[src/rtl/fb_sched_pkg.sv]
// fb_sched_pkg: shared types and constants for the frame-buffer scheduler.
package fb_sched_pkg;

  // Every SRAM access occupies a two-cycle slot; the FSM names both halves.
  typedef enum logic [2:0] {
    IDLE = 3'd0,
    RD0  = 3'd1,
    RD1  = 3'd2,
    WR0  = 3'd3,
    WR1  = 3'd4
  } fb_sched_state_t;

  // Cycles per memory slot (RDx / WRx pairs).
  localparam int SLOT_LEN = 2;

  // The page-select bit sits directly above the in-page word address.
  localparam int PAGE_BIT = 19;

  // True while the SRAM port is owned by a write slot.
  function automatic logic isWriteSlot(input fb_sched_state_t s);
    return (s == WR0) || (s == WR1);
  endfunction

endpackage

[src/rtl/fb_wr_fifo.sv]
// fb_wr_fifo: synchronous write FIFO carrying {addr, data} pixel writes.
// Ready is a registered "not full" so the writer sees a clean flop output.
module fb_wr_fifo #(
  parameter int WIDTH = 51,
  parameter int DEPTH = 8
) (
  input  logic             clk,
  input  logic             rst,
  input  logic             i_push,
  input  logic [WIDTH-1:0] i_din,
  input  logic             i_pop,
  output logic [WIDTH-1:0] o_head,
  output logic             o_empty,
  output logic             o_ready
);

  localparam int AW = $clog2(DEPTH);
  localparam logic [AW:0] C_FULL = (AW+1)'(DEPTH);

  logic [WIDTH-1:0] r_mem [DEPTH];
  logic [AW-1:0]    r_wrPtr;
  logic [AW-1:0]    r_rdPtr;
  logic [AW:0]      r_count;
  logic             r_ready;
  logic             w_push;
  logic             w_pop;
  logic [AW:0]      w_countNext;

  assign w_push      = i_push && (r_count != C_FULL);
  assign w_pop       = i_pop && (r_count != '0);
  assign w_countNext = r_count + {{AW{1'b0}}, w_push} - {{AW{1'b0}}, w_pop};

  assign o_head  = r_mem[r_rdPtr];
  assign o_empty = (r_count == '0);
  assign o_ready = r_ready;

  // Storage array: written on push, never reset (pointers define validity).
  always_ff @(posedge clk) begin
    if (w_push) begin
      r_mem[r_wrPtr] <= i_din;
    end
  end

  // Pointer/occupancy bookkeeping; ready is precomputed from next occupancy.
  always_ff @(posedge clk) begin
    if (rst) begin
      r_wrPtr <= '0;
      r_rdPtr <= '0;
      r_count <= '0;
      r_ready <= 1'b1;
    end else begin
      if (w_push) r_wrPtr <= r_wrPtr + AW'(1);
      if (w_pop)  r_rdPtr <= r_rdPtr + AW'(1);
      r_count <= w_countNext;
      r_ready <= (w_countNext != C_FULL);
    end
  end

endmodule

[src/rtl/fb_scheduler.sv]
// fb_scheduler: shares the single SRAM port between display reads (priority)
// and buffered pixel writes, and owns double-buffer page selection.
// Optional feature: define FB_STARVE_GUARD_EN to force one write slot after
// STARVE_MAX consecutive read slots taken while writes are waiting.
module fb_scheduler
  import fb_sched_pkg::*;
#(
  parameter int ADDR_W     = PAGE_BIT,
  parameter int DATA_W     = 32,
  parameter int FIFO_DEPTH = 8,
  parameter int STARVE_MAX = 16
) (
  input  logic              clk,
  input  logic              rst,
  input  logic              disp_req,
  input  logic [ADDR_W-1:0] disp_addr,
  output logic [DATA_W-1:0] disp_data,
  output logic              disp_valid,
  output logic              disp_overrun,
  input  logic              wr_valid,
  output logic              wr_ready,
  input  logic [ADDR_W-1:0] wr_addr,
  input  logic [DATA_W-1:0] wr_data,
  input  logic              swap_req,
  output logic              swap_ack,
  input  logic              vblank,
  output logic              front_page,
  output logic [ADDR_W:0]   mem_rd_addr,
  input  logic [DATA_W-1:0] mem_rd_data,
  output logic              mem_wr_en,
  output logic [ADDR_W:0]   mem_wr_addr,
  output logic [DATA_W-1:0] mem_wr_data
);

  fb_sched_state_t r_state;
  fb_sched_state_t w_nextState;

  logic              r_rdPend;
  logic [ADDR_W-1:0] r_rdAddr;
  logic              r_overrun;
  logic [DATA_W-1:0] r_dispData;
  logic              r_dispValid;
  logic              r_frontPage;
  logic              r_swapPend;
  logic              r_swapAck;
  logic              r_vblankD;
  logic [ADDR_W:0]   r_memRdAddr;
  logic [ADDR_W:0]   r_memWrAddr;
  logic [DATA_W-1:0] r_memWrData;

  logic                     w_rdBusy;
  logic                     w_rdAccept;
  logic                     w_rdWant;
  logic [ADDR_W-1:0]        w_rdSrcAddr;
  logic                     w_enterRd;
  logic                     w_enterWr;
  logic                     w_forceWr;
  logic                     w_swapDo;
  logic                     w_fifoEmpty;
  logic                     w_fifoReady;
  logic [ADDR_W+DATA_W-1:0] w_fifoHead;

  // A read already pending blocks new requests, except in RD1 where the
  // pending one completes this cycle and a new one can chain straight on.
  assign w_rdBusy    = r_rdPend && (r_state != RD1);
  assign w_rdAccept  = disp_req && !w_rdBusy;
  assign w_rdWant    = w_rdAccept || w_rdBusy;
  assign w_rdSrcAddr = w_rdAccept ? disp_addr : r_rdAddr;
  assign w_enterRd   = (w_nextState == RD0);
  assign w_enterWr   = (w_nextState == WR0);
  assign w_swapDo    = vblank && !r_vblankD && r_swapPend && w_fifoEmpty
                       && !isWriteSlot(r_state);

  fb_wr_fifo #(
    .WIDTH (ADDR_W + DATA_W),
    .DEPTH (FIFO_DEPTH)
  ) u_wrFifo (
    .clk     (clk),
    .rst     (rst),
    .i_push  (wr_valid && w_fifoReady),
    .i_din   ({wr_addr, wr_data}),
    .i_pop   (w_enterWr),
    .o_head  (w_fifoHead),
    .o_empty (w_fifoEmpty),
    .o_ready (w_fifoReady)
  );

`ifdef FB_STARVE_GUARD_EN
  localparam int SW = $clog2(STARVE_MAX + 1);
  localparam logic [SW-1:0] C_STARVE = SW'(STARVE_MAX);
  logic [SW-1:0] r_starveCnt;

  assign w_forceWr = (r_starveCnt >= C_STARVE) && !w_fifoEmpty;

  // Count read slots granted while writes wait; any write or empty FIFO clears.
  always_ff @(posedge clk) begin
    if (rst) begin
      r_starveCnt <= '0;
    end else if (w_fifoEmpty || w_enterWr) begin
      r_starveCnt <= '0;
    end else if (w_enterRd && (r_starveCnt != C_STARVE)) begin
      r_starveCnt <= r_starveCnt + SW'(1);
    end
  end
`else
  assign w_forceWr = 1'b0;
`endif

  // Slot state register.
  always_ff @(posedge clk) begin
    if (rst) r_state <= IDLE;
    else     r_state <= w_nextState;
  end

  // Slot selection at each slot boundary: reads first, then queued writes.
  always_comb begin
    w_nextState = r_state;
    case (r_state)
      RD0: w_nextState = RD1;
      WR0: w_nextState = WR1;
      default: begin
        if (w_rdWant && !w_forceWr) w_nextState = RD0;
        else if (!w_fifoEmpty)      w_nextState = WR0;
        else                        w_nextState = IDLE;
      end
    endcase
  end

  // Display read tracking, address latching and returned data.
  always_ff @(posedge clk) begin
    if (rst) begin
      r_rdPend    <= 1'b0;
      r_rdAddr    <= '0;
      r_overrun   <= 1'b0;
      r_dispData  <= '0;
      r_dispValid <= 1'b0;
      r_memRdAddr <= '0;
    end else begin
      if (w_rdAccept) begin
        r_rdPend <= 1'b1;
        r_rdAddr <= disp_addr;
      end else if (r_state == RD1) begin
        r_rdPend <= 1'b0;
      end
      if (disp_req && w_rdBusy) r_overrun <= 1'b1;
      if (w_enterRd) r_memRdAddr <= {r_frontPage, w_rdSrcAddr};
      r_dispValid <= (r_state == RD1);
      if (r_state == RD1) r_dispData <= mem_rd_data;
    end
  end

  // Write slot address/data captured from the FIFO head as it is popped.
  always_ff @(posedge clk) begin
    if (rst) begin
      r_memWrAddr <= '0;
      r_memWrData <= '0;
    end else if (w_enterWr) begin
      r_memWrAddr <= {~r_frontPage, w_fifoHead[ADDR_W+DATA_W-1 -: ADDR_W]};
      r_memWrData <= w_fifoHead[DATA_W-1:0];
    end
  end

  // Page flip: only on a vblank rising edge with no write in flight or queued.
  always_ff @(posedge clk) begin
    if (rst) begin
      r_frontPage <= 1'b0;
      r_swapPend  <= 1'b0;
      r_swapAck   <= 1'b0;
      r_vblankD   <= 1'b0;
    end else begin
      r_vblankD <= vblank;
      r_swapAck <= w_swapDo;
      if (w_swapDo) begin
        r_frontPage <= ~r_frontPage;
        r_swapPend  <= 1'b0;
      end else if (swap_req) begin
        r_swapPend  <= 1'b1;
      end
    end
  end

  assign disp_data    = r_dispData;
  assign disp_valid   = r_dispValid;
  assign disp_overrun = r_overrun;
  assign wr_ready     = w_fifoReady;
  assign swap_ack     = r_swapAck;
  assign front_page   = r_frontPage;
  assign mem_rd_addr  = r_memRdAddr;
  assign mem_wr_en    = isWriteSlot(r_state);
  assign mem_wr_addr  = r_memWrAddr;
  assign mem_wr_data  = r_memWrData;

endmodule

[config.mk]
export PLATFORM = sky130hd
export DESIGN_NAME = fb_scheduler
export DESIGN_NICKNAME = d
export VERILOG_FILES = /design/src/rtl/fb_sched_pkg.sv /design/src/rtl/fb_wr_fifo.sv /design/src/rtl/fb_scheduler.sv
export SDC_FILE = /design/constraint.sdc
export NUM_CORES = 1
export LEC_CHECK = 0
export ABC_AREA = 1
export ABC_CLOCK_PERIOD_IN_PS = 5000
export BUFFER_PORTS_ARGS = -buffer_cell sky130_fd_sc_hd__clkbuf_2
export CORE_ASPECT_RATIO = 0.6
export CORE_MARGIN = 3
export CORE_UTILIZATION = 45
export CTS_BUF_LIST = sky130_fd_sc_hd__clkbuf_8
export DETAILED_ROUTE_END_ITERATION = 10
export GPL_TIMING_DRIVEN = 0
export PLACE_DENSITY = 0.59
export SYNTH_ARGS = -nofsm -noshare
export SYNTH_HDL_FRONTEND = slang
export SYNTH_HIERARCHICAL = 1
export SYNTH_SLANG_ARGS = --single-unit
[constraint.sdc]
create_clock -name clk -period 5 [get_ports clk]
set_clock_uncertainty 0.15 [all_clocks]
set_input_delay 1 -clock clk [delete_from_list [all_inputs] [get_ports clk]]
set_output_delay 1 -clock clk [all_outputs]
set_load 0.005 [all_outputs]
==> results.tsv <==
stage	metric	value	unit
critical_path	cp.depth	18	
routing	drc	0	
final_layout	nNetsFinal	3052	
clock_network	post_cts_resized	0	
outcome	status	completed	
routing	viasPerCell	4.67	
final_layout	drive_gt1_share	14.8	%
final_layout	fillCellCount	4590	
critical_path	rrSetupSlack	1.22	ns
critical_path	slowest_delay	0.45	ns
final_layout	final_area	27400	um^2
critical_path	worst-path-buf-inv	6	
critical_path	worstPathRequired	5.36	ns
routing	ant_nets	0	
synthesis	synth_area_leaders	edfxtp_1 52%, nand2_1 14%, dfxtp_1 13%	
grt	grt_max_degree	27	
final_layout	area_delta_synth_final	17.2	%
critical_path	start_kind	register	
critical_path	crit_chain	inv_1 > ha_1 > nand3_1 > inv_1 > nor2_1 > nand3_2 > buf_4 > buf_6 > inv_1 > nand2_1 > nand2_1 > nand2_1 > ha_1 > fa_1 > inv_1 > nand2_1 > nor2_1 > nand4_1	
placement	finalWeightedCongestion	0.823	
critical_path	reg2regPathDepth	18	
synthesis	syn_avg_cell_area	8.92	um^2
synthesis	yosys_register_bits	555	
clock_network	cts_buffers	85	
placement	place_ws	1.14	ns
floorplan	die_h	182	um
floorplan	dieArea	54800	um^2
routing	wl_per_cell	16.6	um
grt	overflow	0	
clock_network	cts_max_path_buffers	3	
grt	grt_pass1_vias	16400	
synthesis	syn_inst	2617	
synthesis	synth_nets	2733	
routing	drtPass1Iterations	5	
timing	worst_slack	1.22	ns
timing	setup_viol	0	
worst_hold_path	worst_hold_path_type	register to register	
critical_path	path_max_fanout	10	
clock_network	cts_setup_buffers	0	
timing	fin_hold_ws	0.292	ns
synthesis	ys_seq_area_share	65.1	%
grt	grtUsageTotal	22.3	%
grt	antenna_found_initial	2	
timing	fin_crit	3.78	ns
floorplan	row_count	63	
floorplan	core-area	50300	um^2
power_and_ir_drop	powerDensity	444	nW/um^2
critical_path	crit_path_top_delay_cell	fa_1	
critical_path	critPathKind	register to register	
routing	totalWireLength	61.5	mm
timing	fmax	264	MHz
placement	place_inst	3531	
clock_network	clk_latency	0.64	ns
critical_path	critPathTopFamily	simple AND/OR/NAND/NOR gates	
critical_path	end_kind	register	
clock_network	cts_tree	done	
synthesis	synth_cell_type_count	22	
floorplan	io_pins	218	
synthesis	ys_warn_count	6	
timing	hold_viol_final	0	
floorplan	floorplan.initialDensity	46.4	%
floorplan	die_x	300	um
power_and_ir_drop	ir_drop	0.257	mV
timing	grt_setup_unrepaired	no	
placement	port_buffers	216	
grt	grt_pass1_wl	93.5	mm
flow_run	max-cap-violations	0	
final_layout	fin_cells	3692	
synthesis	synthesis.area	23400	um^2
synthesis	synth_top_area_cell	edfxtp_1	
timing	slew_headroom	35.8	%
clock_network	htreeDepth	3	
clock_network	cts.sinks	555	
power_and_ir_drop	power.leakage	12.4	nW
routing	vias	17300	
placement	place_area	25700	um^2
clock_network	clockRootBuffer	clkbuf_8	
critical_path	crit_arrival	4.14	ns
synthesis	netlist.area_leader.share	52.5	%
timing	finalMaxSlewViolations	0	
clock_network	path_clk_slew	0.06	ns
timing	tightest_slew	0.960	ns
final_layout	final_util	54.4	%
routing	drt_iter0_markers	1436	
placement	detailed_place_hpwl	41.8	mm
clock_network	cts_hold_buf	0	
worst_hold_path	hold_path_depth	2	
timing	min_period_over_period	75.7	%
-- cell type report --
type                       instances  area (um^2)  area share, %
sequential                       555        15200           55.5
multi-input combinational       1602         6340           23.2
timing repair buffer             232         1430           5.23
clock buffer                     101         1390           5.08
inverter                         339         1270           4.65
tap                              682          853           3.12
buffer                           121          606           2.21
clock inverter                    59          277           1.01
antenna                            1         2.50        0.00914
-- per-layer routing --
metal  vias up  GRT usage (%)  part of all wire (%)
met3        87           4.23                   6.7
li1       8688              -                     -
met2       489           33.8                    44
met5         -              0                 0.021
met4         2           6.14                   1.8
met1      7993           32.9                    48
-- cell usage in the layout (no fill, tap or decap), types with 8 or more instances in the layout --
cell and instances:
dfxtp_1 147, buf_2 67, edfxtp_1 408, clkinv_2 10
a21oi_1 63, nand2_1 881, clkbuf_2 216, nand3_1 34
clkbuf_8 101, inv_1 368, buf_12 12, o21ai_0 34
nor2_1 567, clkbuf_1 35, buf_4 10, nor2_4 8
clkinv_1 12
-- metrics by stage --
stage	power (mW)	TNS (ns)
4_1_cts	12.3	0
3_5_place_dp	8.59	0
6_report	12.2	0
3_3_place_gp	8.48	-589.96
5_1_grt	12.9	0
2_1_floorplan	7.46	0
-- cells by family after synthesis --
logic type	after synthesis	share of synthesized area, %
and+or+nand+nor	1496	24.3
DFF	555	65.1
buffers and inverters	460	8.04
AOI/OAI and AO/OA	98	2.11
adders and majority gates	8	0.461
-- worst reg2reg max path, delay by kind of cell (launching register included) --
kind                       cells  cell delay, ns
adders and majority gates      3            0.87
buffers and inverters          6            1.05
DFF                            1            0.31
and+or+nand+nor                9            1.29
-- state kept, by name, summed over array words and instances, names as in the netlist, named ones only --
register	flops
r_vblankD	1
disp_valid	1
mem_wr_addr	20
mem_wr_data	32
disp_data	32
r_swapPend	1
r_state	3
r_rdPend	1
disp_overrun	1
mem_rd_addr	20
u_wrFifo/r_mem	408
r_rdAddr	19
swap_ack	1
u_wrFifo/o_ready	1
u_wrFifo/r_rdPtr	3
front_page	1
u_wrFifo/r_wrPtr	3
u_wrFifo/r_count	4
-- synth_stat cells --
master    instances
dfxtp_1         147
nand3_2           2
o21a_1            1
buf_1             5
nand3_1          34
fa_1              1
clkbuf_1         35
ha_1              7
nand2_2           2
clkinv_1          2
buf_4            10
nand2_1         881
nor2_1          575
inv_2             3
buf_2            67
o21ai_0          34
inv_1           334
nand4_1           1
buf_6             4
and2_1            1
edfxtp_1        408
a21oi_1          63
-- worst paths after layout --
path | from | endpoint
worst max-delay path | u_wrFifo/r_count[2]$_SDFF_PP0_ | u_wrFifo/o_ready$_SDFF_PP1_
worst min-delay path | disp_data[29]$_SDFFE_PP0P_ | disp_data[29]$_SDFFE_PP0P_
worst max register to register | u_wrFifo/r_count[2]$_SDFF_PP0_ | u_wrFifo/o_ready$_SDFF_PP1_
worst min register to register | disp_data[29]$_SDFFE_PP0P_ | disp_data[29]$_SDFFE_PP0P_
-- power breakdown --
part	switching, mW	total [mW]	internal [mW]
logic	1.94	2.87	0.927
registers	0.179	5.62	5.44
clock network	1.77	3.66	1.89
No activity file was read; power rests on OpenSTA's default activity.
